**src/rtl/syn_rx.sv**
```systemverilog
// syn_rx: slave receiver for the one-wire second-sync frame (start=1, DATA_BITS MSB first, stop=0).
// Latency: rx_valid/frame_err pulse 50 clk_10M cycles after syn_in rises (51 with SYN_RX_MAJORITY_EN).
// No backpressure: each result is a one-cycle strobe; SYN_RX_MAJORITY_EN enables a 2-of-3 vote per sample.
module syn_rx #(
  parameter int BIT_CLKS   = 5,
  parameter int SAMPLE_OFS = 2,
  parameter int DATA_BITS  = 8
) (
  input  logic                 clk_10M,
  input  logic                 rst,
  input  logic                 syn_in,
  output logic [DATA_BITS-1:0] rx_data,
  output logic                 rx_valid,
  output logic                 frame_err,
  output logic                 busy
);

  localparam int PW = (BIT_CLKS > 1) ? $clog2(BIT_CLKS) : 1;
  localparam int CW = $clog2(DATA_BITS + 1);
`ifdef SYN_RX_MAJORITY_EN
  // The vote needs the sample after the nominal point, so decide one phase later.
  localparam int DEC_OFS = SAMPLE_OFS + 1;
`else
  localparam int DEC_OFS = SAMPLE_OFS;
`endif
  localparam logic [PW-1:0] DEC_PH   = PW'(DEC_OFS);
  localparam logic [PW-1:0] LAST_PH  = PW'(BIT_CLKS - 1);
  localparam logic [CW-1:0] ALL_BITS = CW'(DATA_BITS);
  localparam logic [CW-1:0] LAST_BIT = CW'(DATA_BITS - 1);

  typedef enum logic [1:0] {IDLE, START, DATA, STOP} state_t;

  state_t                 state;
  logic                   sync_q;
  logic                   rx_s;
  logic                   rx_d;
`ifdef SYN_RX_MAJORITY_EN
  logic                   rx_dd;
`endif
  logic                   armed;
  logic [PW-1:0]          phase;
  logic [PW-1:0]          phase_nxt;
  logic [CW-1:0]          bit_cnt;
  logic [DATA_BITS-1:0]   shreg;
  logic                   smp_evt;
  logic                   smp_bit;
  logic                   wrap;
  logic                   data_done;

  // Two-flop synchroniser, then delay taps used for edge detection and voting
  always_ff @(posedge clk_10M) begin
    if (rst) begin
      sync_q <= 1'b0;
      rx_s   <= 1'b0;
      rx_d   <= 1'b0;
`ifdef SYN_RX_MAJORITY_EN
      rx_dd  <= 1'b0;
`endif
    end else begin
      sync_q <= syn_in;
      rx_s   <= sync_q;
      rx_d   <= rx_s;
`ifdef SYN_RX_MAJORITY_EN
      rx_dd  <= rx_d;
`endif
    end
  end

  // Slot timing qualifiers and the bit value taken at each sample event
  always_comb begin
    wrap      = (phase == LAST_PH);
    phase_nxt = wrap ? '0 : phase + PW'(1);
    smp_evt   = (phase == DEC_PH);
`ifdef SYN_RX_MAJORITY_EN
    // rx_dd/rx_d/rx_s hold the line at SAMPLE_OFS-1, SAMPLE_OFS, SAMPLE_OFS+1
    smp_bit   = (rx_s & rx_d) | (rx_s & rx_dd) | (rx_d & rx_dd);
`else
    smp_bit   = rx_s;
`endif
    // Last payload bit may be taken on the same cycle as the slot wrap
    data_done = (bit_cnt == ALL_BITS) || (smp_evt && (bit_cnt == LAST_BIT));
  end

  // Frame FSM: armed edge detect, per-slot sampling, shift-in and result strobes
  always_ff @(posedge clk_10M) begin
    if (rst) begin
      state     <= IDLE;
      armed     <= 1'b0;
      phase     <= '0;
      bit_cnt   <= '0;
      shreg     <= '0;
      rx_data   <= '0;
      rx_valid  <= 1'b0;
      frame_err <= 1'b0;
      busy      <= 1'b0;
    end else begin
      rx_valid  <= 1'b0;
      frame_err <= 1'b0;
      case (state)
        IDLE: begin
          // A rise only counts once the line has been seen low while idle
          if (!rx_s) armed <= 1'b1;
          if (armed && rx_s && !rx_d) begin
            state   <= START;
            phase   <= PW'(1);
            bit_cnt <= '0;
            busy    <= 1'b1;
          end
        end
        START: begin
          phase <= phase_nxt;
          if (smp_evt && !smp_bit) begin
            state <= IDLE;
            armed <= 1'b0;
            busy  <= 1'b0;
            phase <= '0;
          end else if (wrap) begin
            state <= DATA;
          end
        end
        DATA: begin
          phase <= phase_nxt;
          if (smp_evt) begin
            shreg   <= {shreg[DATA_BITS-2:0], smp_bit};
            bit_cnt <= bit_cnt + CW'(1);
          end
          if (wrap && data_done) state <= STOP;
        end
        STOP: begin
          phase <= phase_nxt;
          if (smp_evt) begin
            if (smp_bit) begin
              frame_err <= 1'b1;
            end else begin
              rx_data  <= shreg;
              rx_valid <= 1'b1;
            end
            state <= IDLE;
            armed <= 1'b0;
            busy  <= 1'b0;
            phase <= '0;
          end
        end
        default: begin
          state <= IDLE;
          busy  <= 1'b0;
        end
      endcase
    end
  end

endmodule
```
**config.mk**
```make
export PLATFORM = sky130hd
export DESIGN_NAME = syn_rx
export DESIGN_NICKNAME = d
export VERILOG_FILES = /design/src/rtl/syn_rx.sv
export SDC_FILE = /design/constraint.sdc
export NUM_CORES = 1
export LEC_CHECK = 0
export ABC_AREA = 1
export BUFFER_PORTS_ARGS = -buffer_cell sky130_fd_sc_hd__buf_4
export CORE_MARGIN = 3
export CORE_UTILIZATION = 25
export DETAILED_ROUTE_END_ITERATION = 10
export GPL_TIMING_DRIVEN = 0
export PLACE_DENSITY = 0.47
export SLEW_MARGIN = 0
export SYNTH_ARGS = -nofsm -noshare
export SYNTH_HDL_FRONTEND = slang
export SYNTH_SLANG_ARGS = --single-unit
```
**constraint.sdc**
```tcl
create_clock -name clk_10M -period 1.65 [get_ports clk_10M]
set_clock_uncertainty 0.05 [all_clocks]
set_input_delay 0.165 -clock clk_10M [delete_from_list [all_inputs] [get_ports clk_10M]]
set_output_delay 0.165 -clock clk_10M [all_outputs]
set_load 0.005 [all_outputs]
```
==> results of run 1 <==
## flip-flops by register name, summed over array words and instances (netlist names), 3 cells and up, named ones only
name	cells
bit_cnt	4
rx_data	8
shreg	8
phase	3
## timing repair
action	in CTS	in global routing
buffers inserted	0	2
gates resized for setup	0	3
setup endpoints to repair	0	12
## layer usage
layer / track usage [%] / up-vias / part of all wire, %
met3: 3.50 / 5 / 2.9
met4: 4.64 / 0 / 2.0
met5: 0 / - / 0
li1: - / 618 / -
met1: 12.6 / 489 / 52
met2: 14.6 / 11 / 43
## critical path, cell delays in order, from the launching register on
cell     delay (ns)
dfxtp_1        0.32
inv_1          0.10
ha_1           0.21
nand3_2        0.15
nand2_1        0.15
nand3_2        0.14
a22oi_1        0.16
nor2_1         0.05
## power by group
group	switching, mW	leakage, nW	total, mW	internal (mW)
combinational	0.179	0.458	0.259	0.0796
sequential	0.0329	0.259	0.837	0.804
clock	0.292	0.0541	0.738	0.446
## synth_stat cells, types with 2 or more instances
cell type	instances
a21oi_1	12
clkbuf_1	3
dfxtp_1	32
ha_1	5
inv_1	23
nand2_1	20
nand3_1	12
nor2_1	41
nor2_4	2
o21ai_0	18
## stage by stage
stage / setup slack (ns) / power [mW] / std cells / cell area (um^2) / utilization, %
floorplan: 0.334 / 1.04 / 181 / 1360 / -
global placement: 0.0491 / 1.11 / 264 / 1540 / 29.8
detailed placement: 0.0316 / 1.11 / 264 / 1540 / 29.8
CTS: 0.0290 / 1.86 / 272 / 1650 / 32.0
global route: 0.00000322 / 1.94 / 274 / 1680 / 32.5
finish: 0.187 / 1.83 / 274 / 1680 / 32.5
## cell usage in the layout, fill, tap and decap left out, types with 2 or more instances in the layout
cell and instances:
inv_1 23, nor2_1 41, clkbuf_8 5, clkbuf_1 3, ha_1 5, nor2_4 2, nand2_1 19, a21oi_1 12
nand3_2 2, o21ai_0 18, buf_4 15, dfxtp_1 32, nand3_1 10
## path summary, 6_finish.rpt
path / start / end / slack [ns]
worst max-delay path: phase[0]$_SDFFE_PP0P_ / phase[1]$_SDFFE_PP0P_ / 0.19
worst min-delay path: rst / frame_err$_SDFF_PP0_ / 0.02
worst max register to register: phase[0]$_SDFFE_PP0P_ / phase[1]$_SDFFE_PP0P_ / 0.19
worst min register to register: sync_q$_SDFF_PP0_ / rx_s$_SDFF_PP0_ / 0.36
## cell type report
| class | count | area [um^2] |
|---|---|---|
| fill | 556 | 3490 |
| sequential | 32 | 641 |
| multi-input combinational | 120 | 611 |
| timing repair buffer | 15 | 113 |
| inverter | 25 | 96.3 |
| tap | 70 | 87.6 |
| clock buffer | 5 | 68.8 |
| clock inverter | 3 | 42.5 |
| buffer | 4 | 22.5 |
## logic make-up after synthesis
| logic type | after synthesis | synth area share (%) |
|---|---|---|
| AOI/OAI and AO/OA | 33 | 12.5 |
| xor gates and xnor gates | 1 | 0.645 |
| adders and majority gates | 5 | 4.61 |
| buffers and inverters | 29 | 8.76 |
| DFF | 32 | 47.2 |
| and+or+nand+nor | 81 | 26.3 |
==> flow_summary.json, run 1 <==
{
  "netlist_instances": 181,
  "hpwl_mm": 2.00,
  "tightestPinTransition_ns": 0.448,
  "viasPerCell": 4.10,
  "cp.arrival_ns": 1.57,
  "netlist_area_um2": 1360,
  "syn_avg_cell_area_um2": 7.50,
  "diodes": 0,
  "placementRows": 26,
  "fp.dieArea_um2": 6350,
  "place.gp.congestion": 0.823,
  "p_per_area_nw_per_um2": 1090,
  "whs_path_depth": 2,
  "root_buffer": "clkbuf_8",
  "drc": 0,
  "period_needed_ns": 1.46,
  "synthTopCellsByArea": "dfxtp_1, nor2_1, o21ai_0, inv_1, nand2_1",
  "synth_cell_types": 23,
  "finalSetupViolCount": 0,
  "die_w_um": 79.7,
  "grt_max_degree": 12,
  "leakagePower_nw": 0.771,
  "postCtsHoldBufs": 0,
  "tns_ns": 0,
  "vdd_drop_max_mv": 0.474,
  "ys_warn_count": 0,
  "grt-ovfl-total": 0,
  "yosysSeqAreaShare_pct": 47.2,
  "grt_pass1_wl_mm": 4.85,
  "num_vias": 1123,
  "maxClockFrequency_ghz": 0.684,
  "coreArea_um2": 5170,
  "cts_buffer_depth": 2,
  "hold_ws_ns": 0.0220,
  "cts_tree": "done",
  "slew_violations": 0,
  "cts_made_buffers": 5,
  "slew_headroom_pct": 70.2,
  "ioPinCount": 14,
  "worstPathMaxFanout": 4,
  "hold_viol_final": 0,
  "min_path_type": "in2reg",
  "die_height_um": 79.7,
  "synthFlopType": "dfxtp_1",
  "synth_nets": 189,
  "wirelength_mm": 2.77,
  "finalCritPeriodShare_pct": 88.7,
  "drv_cap": 0,
  "critPathRequiredTime_ns": 1.75,
  "clk_latency_ns": 0.28,
  "ant_nets": 0,
  "cts.reportedPaths.clkPinSlew_ns": 0.07,
  "synth_seq_cells": 32,
  "gr-usage-all-layers_pct": 9.83,
  "yosysTopAreaCellShare_pct": 47.2,
  "drive_gt1_share_pct": 16.7,
  "cts_sinks": 32,
  "start_util_pct": 26.2,
  "wl_per_cell_um": 10.1,
  "ff2ff_path_depth": 7,
  "end_kind": "flop",
  "status": "complete, no violations",
  "drtIter0Drc": 49,
  "dr.pass1.iters": 4,
  "worstSetupStartpointType": "flop",
  "syn_to_final_growth_pct": 23.9,
  "final_nets": 211,
  "grt_pass1_vias": 1057,
  "grt_setup_unrepaired": "false",
  "grt_antenna_before_repair": 0,
  "ys_async_sr_fraction_pct": 0,
  "synth_top_cell_by_area": "dfxtp_1",
  "synth-edff-count": 0,
  "h-tree-depth": 2,
  "numPortBuffers": 13,
  "critical_path_class": "reg2reg"
}
Power figures use the tool's default switching activity.
==> inputs of run 2 (changes only) <==
- CORE_UTILIZATION: 25 -> 55
- PLACE_DENSITY: 0.47 -> 0.82
==> flow_summary.json, run 2 (synthesized netlist as in run 1, its figures left out) <==
{
  "worstSetupStartpointType": "flop",
  "drtIter0Drc": 32,
  "wl_per_cell_um": 11.3,
  "coreArea_um2": 2280,
  "slowest_stage": "dfxtp_1",
  "p_per_area_nw_per_um2": 1030,
  "num_vias": 1180,
  "grt-ovfl-total": 0,
  "grt_max_degree": 11,
  "whs_path_depth": 2,
  "root_buffer": "clkbuf_4",
  "slew_violations": 0,
  "cp_top_family": "simple AND/OR/NAND/NOR gates",
  "syn_to_final_growth_pct": 18.5,
  "r2r-end": "phase[1]$_SDFFE_PP0P_",
  "fin_area_um2": 1610,
  "period_needed_ns": 1.50,
  "die_height_um": 55.7,
  "fillCellCount": 179,
  "grt_pass1_wl_mm": 4.50,
  "critPathMaxStageDelay_ns": 0.34,
  "crit_chain": "inv_1, ha_1, nand3_2, nand2_1, nand3_1, a22oi_1, nor2_1",
  "vdd_drop_max_mv": 0.999,
  "finalSetupViolCount": 0,
  "slew_headroom_pct": 70.8,
  "drv_cap": 0,
  "hpwl_mm": 1.88,
  "tns_ns": 0,
  "die_w_um": 55.7,
  "fp.dieArea_um2": 3100,
  "clk_latency_ns": 0.33,
  "grt_pass1_vias": 1074,
  "cp.arrival_ns": 1.66,
  "tightestPinTransition_ns": 0.437,
  "leakagePower_nw": 0.761,
  "ff2ff_path_depth": 7,
  "gr-usage-all-layers_pct": 18.3,
  "hold_viol_final": 0,
  "finalCritPeriodShare_pct": 91.0,
  "place_area_um2": 1490,
  "grt_setup_unrepaired": "false",
  "h-tree-depth": 2,
  "worst-path-buf-inv": 1,
  "cts_tree": "done",
  "final_nets": 213,
  "drc": 0,
  "dr.pass1.iters": 6,
  "critical_path_class": "reg2reg",
  "cts_buffer_depth": 2,
  "r2r-start": "phase[0]$_SDFFE_PP0P_",
  "worstPathMaxFanout": 4,
  "maxClockFrequency_ghz": 0.666,
  "grt_antenna_before_repair": 0,
  "final_common_cell": "nor2_1",
  "cp-startpoint": "phase[0]$_SDFFE_PP0P_",
  "ant_nets": 0,
  "wirelength_mm": 2.65,
  "holdPathEnd": "rx_s$_SDFF_PP0_",
  "numPortBuffers": 13,
  "critPathRequiredTime_ns": 1.81,
  "cts_made_buffers": 5,
  "ioPinCount": 14,
  "drive_gt1_share_pct": 15.5,
  "rrSetupSlack_ns": 0.15,
  "reg.largest.list": "rx_data: 8 flops, shreg: 8 flops, bit_cnt: 4 flops",
  "start_util_pct": 59.6,
  "viasPerCell": 5.04,
  "end_kind": "flop",
  "hold_ws_ns": 0.368,
  "cts_sinks": 32,
  "min_path_type": "reg2reg",
  "cts.reportedPaths.clkPinSlew_ns": 0.10,
  "place.gp.congestion": 0.882,
  "diodes": 0,
  "placementRows": 17,
  "worstHoldStart": "sync_q$_SDFF_PP0_",
  "final_cell_mix": "nor2_1, dfxtp_1, inv_1",
  "status": "complete, no violations"
}
==> run 2: timing repair <==
action                     CTS  global route
hold buffers                 2             0
setup buffers                0             2
hold endpoints to repair     2             0
setup endpoints to repair    0             5
resized for setup            0             2
==> run 2: final cells by class <==
cell class                      instances  area, um^2  share of cell area [%]
Sequential cell                        32         641                    39.8
Multi-Input combinational cell        120         606                    37.6
Timing Repair Buffer                   17         133                    8.24
Inverter                               25        96.3                    5.99
Clock buffer                            6        41.3                    2.57
Clock inverter                          2        35.0                    2.18
Tap cell                               28        35.0                    2.18
Buffer                                  4        22.5                    1.40
==> run 2: worst max path at each step <==
stage / to / cells after the start
floorplan: state[0]$_SDFFE_PP0P_ / 8
global placement: rx_data[6]$_SDFFE_PP0P_ / 7
detailed placement: rx_data[5]$_SDFFE_PP0P_ / 7
CTS: rx_data[5]$_SDFFE_PP0P_ / 7
global route: state[0]$_SDFFE_PP0P_ / 9
finish: phase[1]$_SDFFE_PP0P_ / 7
==> run 2: worst register-to-register path, cell delays in order, from the launching register on <==
cell	delay (ns)
dfxtp_1	0.34
inv_1	0.10
ha_1	0.22
nand3_2	0.15
nand2_1	0.13
nand3_1	0.16
a22oi_1	0.20
nor2_1	0.06
==> run 2: where the power goes <==
part | switching, mW | internal, mW | total [mW]
combinational | 0.165 | 0.0809 | 0.246
clock | 0.263 | 0.317 | 0.580
sequential | 0.0329 | 0.804 | 0.837
total | 0.461 | 1.20 | 1.66
==> run 2: layer usage <==
metal,track usage [%],wire (um),up-vias
met5,0,0,-
met4,7.99,48,0
met3,6.96,126,6
met2,29.9,1250,26
met1,21.1,1230,523
li1,-,-,625
==> run 2: per-stage QoR <==
| step | total power, mW | setup slack, ns | utilization, % | std cells |
|---|---|---|---|---|
| 2_1_floorplan | 1.04 | 0.334 | - | 181 |
| 3_3_place_gp | 1.09 | 0.128 | 65.5 | 222 |
| 3_5_place_dp | 1.09 | 0.0960 | 65.5 | 222 |
| 4_1_cts | 1.68 | 0.0741 | 69.7 | 232 |
| 5_1_grt | 1.76 | 0.0326 | 70.7 | 234 |
| 6_report | 1.66 | 0.148 | 70.7 | 234 |
